===== src/rtl/change_dispenser.sv =====
// change_dispenser
// Sequential change-return engine. Latches a change amount on start and pays
// it out as a series of handshaked coin requests, greedy over two
// denominations, falling back to the low coin when the high hopper is empty.
// A remainder that cannot be paid raises a one-cycle fault pulse.
//
// Ports:
//   clk, rst_n            clock, synchronous active-low reset
//   start, amount         dispense request and value (accepted only in IDLE)
//   en                    dispense enable; low pauses before the next coin
//   hi_empty, lo_empty    hopper empty flags
//   coin_ack              hopper accepted the pending coin request
//   coin_valid, coin_sel  coin request and denomination (1 = high)
//   busy, done, fault     status; done/fault are one-cycle pulses
//   remaining, coin_count value still owed, coins issued (saturating)
module change_dispenser #(
  parameter int AMT_W    = 8,
  parameter int DENOM_HI = 5,
  parameter int DENOM_LO = 1
) (
  input  logic             clk,
  input  logic             rst_n,
  input  logic             start,
  input  logic [AMT_W-1:0] amount,
  input  logic             en,
  input  logic             hi_empty,
  input  logic             lo_empty,
  input  logic             coin_ack,
  output logic             coin_valid,
  output logic             coin_sel,
  output logic             busy,
  output logic             done,
  output logic             fault,
  output logic [AMT_W-1:0] remaining,
  output logic [AMT_W-1:0] coin_count
);

  localparam logic [AMT_W-1:0] HI_V = AMT_W'(DENOM_HI);
  localparam logic [AMT_W-1:0] LO_V = AMT_W'(DENOM_LO);

  typedef enum logic [2:0] {
    S_IDLE, S_SELECT, S_ISSUE, S_DONE, S_FAULT
  } state_t;

  state_t           r_state, w_next;
  logic [AMT_W-1:0] r_remaining, r_coin_count;
  logic             r_coin_sel;
  logic             w_can_hi, w_can_lo;

  // Greedy choice: high coin first, low coin as fallback.
  assign w_can_hi = (r_remaining >= HI_V) && !hi_empty;
  assign w_can_lo = (r_remaining >= LO_V) && !lo_empty;

  // State register
  always_ff @(posedge clk) begin
    if (!rst_n) r_state <= S_IDLE;
    else        r_state <= w_next;
  end

  // Next-state logic
  always_comb begin
    w_next = r_state;
    case (r_state)
      S_IDLE:   if (start) w_next = (amount != '0) ? S_SELECT : S_DONE;
      S_SELECT: begin
        if (r_remaining == '0)          w_next = S_DONE;
        else if (en) begin
          if (w_can_hi || w_can_lo)     w_next = S_ISSUE;
          else                          w_next = S_FAULT;
        end
      end
      S_ISSUE:  if (coin_ack) w_next = S_SELECT;
      S_DONE:   w_next = S_IDLE;
      S_FAULT:  w_next = S_IDLE;
      default:  w_next = S_IDLE;
    endcase
  end

  // Datapath: amount tracking, coin count and latched denomination.
  // coin_sel is captured in SELECT so it stays stable through ISSUE even if
  // hopper flags change while the request is outstanding.
  always_ff @(posedge clk) begin
    if (!rst_n) begin
      r_remaining  <= '0;
      r_coin_count <= '0;
      r_coin_sel   <= 1'b0;
    end else begin
      case (r_state)
        S_IDLE: if (start && amount != '0) begin
          r_remaining  <= amount;
          r_coin_count <= '0;
        end
        S_SELECT: if (r_remaining != '0 && en) begin
          if (w_can_hi)      r_coin_sel <= 1'b1;
          else if (w_can_lo) r_coin_sel <= 1'b0;
        end
        S_ISSUE: if (coin_ack) begin
          // SELECT guaranteed remaining >= chosen denomination
          r_remaining  <= r_remaining - (r_coin_sel ? HI_V : LO_V);
          if (r_coin_count != '1) r_coin_count <= r_coin_count + 1'b1;
        end
        default: ;
      endcase
    end
  end

  // Output decode (from registered state only)
  always_comb begin
    coin_valid = (r_state == S_ISSUE);
    coin_sel   = r_coin_sel;
    busy       = (r_state != S_IDLE);
    done       = (r_state == S_DONE);
    fault      = (r_state == S_FAULT);
    remaining  = r_remaining;
    coin_count = r_coin_count;
  end

endmodule


===== config.mk =====
export PLATFORM = sky130hd
export DESIGN_NAME = change_dispenser
export DESIGN_NICKNAME = d
export VERILOG_FILES = /design/src/rtl/change_dispenser.sv
export SDC_FILE = /design/constraint.sdc
export NUM_CORES = 1
export LEC_CHECK = 0
export ABC_AREA = 1
export CORE_UTILIZATION = 48
export CTS_BUF_LIST = sky130_fd_sc_hd__clkbuf_16
export DETAILED_ROUTE_END_ITERATION = 12
export GPL_ROUTABILITY_DRIVEN = 0
export PLACE_DENSITY = 0.79
export SETUP_SLACK_MARGIN = 0.05
export SLEW_MARGIN = 20
export SYNTH_ARGS = -nofsm -noshare
export SYNTH_HDL_FRONTEND = slang
export SYNTH_SLANG_ARGS = --single-unit

===== constraint.sdc =====
create_clock -name clk -period 2.1 [get_ports clk]
set_clock_uncertainty 0.15 [all_clocks]
set_input_delay 0.21 -clock clk [delete_from_list [all_inputs] [get_ports clk]]
set_output_delay 0.21 -clock clk [all_outputs]
set_load 0.02 [all_outputs]

# After elaboration in Yosys (flattened, before gate mapping)
# Index checks and enable logic that the tools add are counted.
[classes]
addsub = 2
mul = 0
n_div = 0
n_lt_le_gt_ge = 2
n_eq_ne = 10
shifts = 0
n_mux = 17
bitwise = 0
n_reduce_logical = 18
[ops]
columns = ["op", "count"]
rows = [
  ["8-bit two-way mux", 5],
  ["8-bit case mux with 2 select lines", 2],
  ["3-bit two-way mux", 6],
  ["8-bit nonzero test", 2],
  ["3-bit case mux with 3 select lines", 1],
  ["3-bit AND reduction", 3],
  ["8-bit by 1-bit adder with 8-bit output, second input constant", 1],
  ["8-bit by 1-bit greater-or-equal comparator with 1-bit output, second input constant", 1],
  ["8-bit by 3-bit greater-or-equal comparator with 1-bit output, second input constant", 1],
  ["8-bit logical NOT", 1],
  ["8-bit != test, second input constant", 1],
  ["8-bit by 3-bit subtractor with 8-bit output", 1],
  ["3-bit by 2-bit equality test with 1-bit output, second input constant", 2],
  ["2-bit != test, second input constant", 3],
  ["1-bit logical AND", 4],
  ["4-bit AND reduction", 1],
  ["2-bit nonzero test", 2],
  ["3-bit by 1-bit equality test with 1-bit output, second input constant", 1],
  ["3-bit equality test, second input constant", 1],
  ["3-bit logical NOT", 1],
  ["3-bit != test, second input constant", 1],
  ["3-bit nonzero test", 1],
  ["1-bit logical NOT", 2],
  ["1-bit two-way mux", 2],
  ["other kinds (3)", 3],
]
[word_totals]
ff_bits = 20
latch_bits = 0
mem_bits_rw = 0
mem_bits_ro = 0
inputBits = 15
out_inout_bits = 21
word_cells = 53
n_memories = 0

# Logic depth before layout (Yosys ltp)
[logic_depth]
ltp_word = 7
ltp_mapped = 12
mapped_depth_nobuf = 12

# Worst setup path after synthesis
# Ideal clock, no wire load.
[synth_timing]
kind = "flip-flop to flip-flop"
start = "register r_coin_sel (netlist: coin_sel)"
end = "register r_remaining[3] (netlist: remaining[3])"
setup_time_ps = 116
t_arrival_ps = 1437
required_ps = 1834
slack_ps = 397
path_stages_with_launch = 10
path_buffers = 0
period_less_slack_ps = 1703
path_cell_list = "dfxtp_1 > inv_1 > ha_1 > o21ai_0 > nand2_1 > xor2_1 > nand2_1 > nand2_1 > nor2_1 > nor2_1"
[synth_via]
elab_chain_len = 4
[synth_rtl]
columns = ["element", "line_no", "text"]
rows = [
  ["start, declared", "47", "logic r_coin_sel;"],
  ["start signal, assigned", "86", "r_coin_sel <= 1'b0;"],
  ["start signal, assigned", "94", "if (w_can_hi) r_coin_sel <= 1'b1;"],
  ["start signal, assigned", "95", "else if (w_can_lo) r_coin_sel <= 1'b0;"],
  ["3-bit two-way mux", "99", "r_remaining <= r_remaining - (r_coin_sel ? HI_V : LO_V);"],
  ["8-bit by 3-bit subtractor with 8-bit output", "99", ""],
  ["8-bit two-way mux", "97", "S_ISSUE: if (coin_ack) begin"],
  ["8-bit case mux with 2 select lines", "88", "case (r_state)"],
  ["end signal, assigned", "90", "r_remaining <= amount;"],
  ["end signal, assigned", "99", ""],
  ["end, declared", "46", "logic [AMT_W-1:0] r_remaining, r_coin_count;"],
]
# No other way between the ends. The select of a mux whose other input is x is not followed.
# A chain may end at the register's enable or synchronous reset.

# Final worst setup path
[layout_timing]
start = "register r_state[0]"
end = "output port busy"
[layout_via]
elab_chain_len = 1
[layout_rtl]
columns = ["element", "line_no", "text"]
rows = [
  ["start, declared", "45", "state_t r_state, w_next;"],
  ["start signal, assigned", "57", "else r_state <= w_next;"],
  ["3-bit nonzero test", "111", "busy = (r_state != S_IDLE);"],
  ["end, declared", "31", "output logic busy,"],
]
# No other way between the ends.

==> flow_summary.toml <==
[critical_path]
worstPathArrival_ps = 1570
r2r_start = "coin_sel"
path_max_fanout = 4
required_ps = 1740
reg2reg_slack_ps = 350
critPathKind = "register to output pin"
endpoint_kind = "output pin"
r2r_cells = 9
startpoint_type = "register"
worstReg2RegEnd = "remaining[6]"

[logic_synthesis]
syn_area_per_cell_um2 = 6.284
synth_area_um2 = 1401
netlist_top_cells_area = "dfxtp_1 29%, nand2_1 17%, nor2_1 8.0%"
syn_nets = 243
yosysSeqAreaShare_pct = 28.57
ys_ff_latch = 20
ys_warn_count = 0
yosysTopAreaCellShare_pct = 28.57
synth_top_cell_by_area = "dfxtp_1"
syn_inst = 223
synth_cell_types = 29

[timing]
finalCritPeriodShare_pct = 91.76
worst_slew_pin_slew_ps = 556.7
clock.fmax_mhz = 518.9
slew_viol_final = 0
setup_tns_ps = 0
relSlewSlack_pct = 62.49
setup_viol = 0
fin_crit_ps = 1927
hold_violations = 0
rsz0062_at_grt = "no"

[drt]
drt_pass1_iterations = 4
wirelength_um = 3487
ant_nets = 0
drtIter0Drc = 57
wire_per_inst_um = 11.78
drc_errors = 0
via_per_inst = 5.088
vias = 1506

[global_routing]
track_usage_pct = 23.44
antenna_found_initial = 0
grt_start_max_net_pins = 19
grt_pass1_wl_um = 5851
grt_overflow = 0
grt_pass1_vias = 1343

[finish]
fin_util_pct = 69.01
antennaDiodeCount = 0
final_common_cell = "nand2_1"
fillers = 239
area_growth_pct = 35.80
fin_nets = 286
drive_gt1_share_pct = 9.057
final_cells = 296
mostFrequentLayoutCells = "64 x nand2_1, 35 x clkdlybuf4s50_1, 30 x nor2_1"

[floorplan]
fp-row-count = 19
initial_utilization_pct = 50.82
num_io_pins = 36
fp.coreArea_um2 = 2758
die_w_um = 56.03
fp.dieH_um = 56.03
die_area_um2 = 3139

[power]
peakVddDrop_mv = 0.7046
p_per_area_nw_per_um2 = 896.5
power_leakage_uw = 0.0007755

[worst_hold_path]
holdPathEnd = "coin_sel"
holdCritStartpoint = "coin_sel"
holdPathStages = 2
hold_class = "register to register"

[place]
dpl.hpwl_um = 2525
port_buffers = 35
placed_cells = 288

[clock_network]
insertion_delay_ps = 250
numClockSinks = 20
clkTransAtPathRegs_ps = 60
root_buffer = "clkbuf_16"
tritoncts = "built"
cts.path.max_buffers = 2
cts_buffers = 3
cts_max_level = 1

[status]
run_status = "complete, no violations"

[job]
maxCapViolations = 0
## cell usage after synthesis
cell type  number
nand2_1        64
nor2_1         30
inv_1          21
dfxtp_1        20
a21oi_1        17
nand3_1        17
o21ai_0        10
ha_1            5
nor3_1          5
xor2_1          5
inv_2           4
nand4_1         4
nor3b_1         3
nand2_2         2
nor2_4          2
buf_2           1
clkbuf_1        1
clkinv_1        1
nand2_4         1
nand3_2         1
nand3_4         1
nor2_2          1
nor2_8          1
nor3_2          1
o21ai_1         1
or2_0           1
or2_1           1
or2_2           1
xnor2_1         1
## through the flow
step	cell area (um^2)	hold WS, ps	worst slack, ps	power, uW
after floorplan	1401	195.7	397.3	1038
after global placement	1789	322.5	253.5	1283
after detailed placement	1789	320.6	151.8	1289
after CTS	1873	331.3	74.37	1695
after global routing	1903	371.8	112.6	1833
final	1903	327.3	173.0	1706
## flip-flops by register name (all words and copies together), names as in the netlist
register and count:
coin_count 8, coin_sel 1, r_state 3, remaining 8
## per-layer routing
layer,part of all wire (%),vias up,track usage (%)
li1,-,796,-
met1,47,650,30.10
met2,46,55,39.29
met3,5.7,5,4.186
met4,1.3,0,8.362
met5,0,-,0
## where the power goes
group | switching, uW | total, uW | leakage (uW) | internal, uW
combinational | 496 | 814 | 0.000574 | 318
clock | 144 | 398 | 0.0000385 | 254
sequential | 65.8 | 494 | 0.000163 | 429
total | 706 | 1710 | 0.000775 | 1000
## kinds of logic after synthesis
group | after synthesis | share of synthesized area [%]
xor+xnor | 6 | 3.750
flops | 20 | 28.57
fa+ha+maj | 5 | 4.464
buf+inv | 28 | 7.588
compound gates | 28 | 10.00
simple gates | 136 | 45.63
## worst max-delay path: stages (launching register included)
cell	delay, ps
dfxtp_1	340
nor3_2	300
inv_1	120
clkdlybuf4s50_1	550
## final cells by class
cell class / instances / area [um^2] / area share [%]
inverters: 26 / 97.59 / 5.128
well taps: 31 / 38.79 / 2.038
repair buffers: 40 / 387.9 / 20.38
multi-input cells: 175 / 899.6 / 47.27
flip-flops and latches: 20 / 400.4 / 21.04
clock inverters: 1 / 3.754 / 0.1972
clock buffers: 3 / 75.07 / 3.945
## how the worst max path moves through the flow
stage | from | to | slack [ps] | cells after the start
5_1_grt | r_state[0] | busy | 110 | 3
2_1_floorplan | coin_sel | remaining[3] | 400 | 9
3_3_place_gp | amount[4] | remaining[3] | 250 | 9
3_5_place_dp | amount[6] | remaining[3] | 150 | 9
4_1_cts | r_state[1] | coin_valid | 70 | 3
6_report | r_state[0] | busy | 170 | 3
## repair_timing
action | in CTS | in global routing
pin swaps | 0 | 1
hold buffers | 0 | 0
endpoints found under the setup margin | 1 | 1
setup buffers | 0 | 4
gates resized for setup | 1 | 0
No activity file was read; power rests on OpenSTA's default activity.
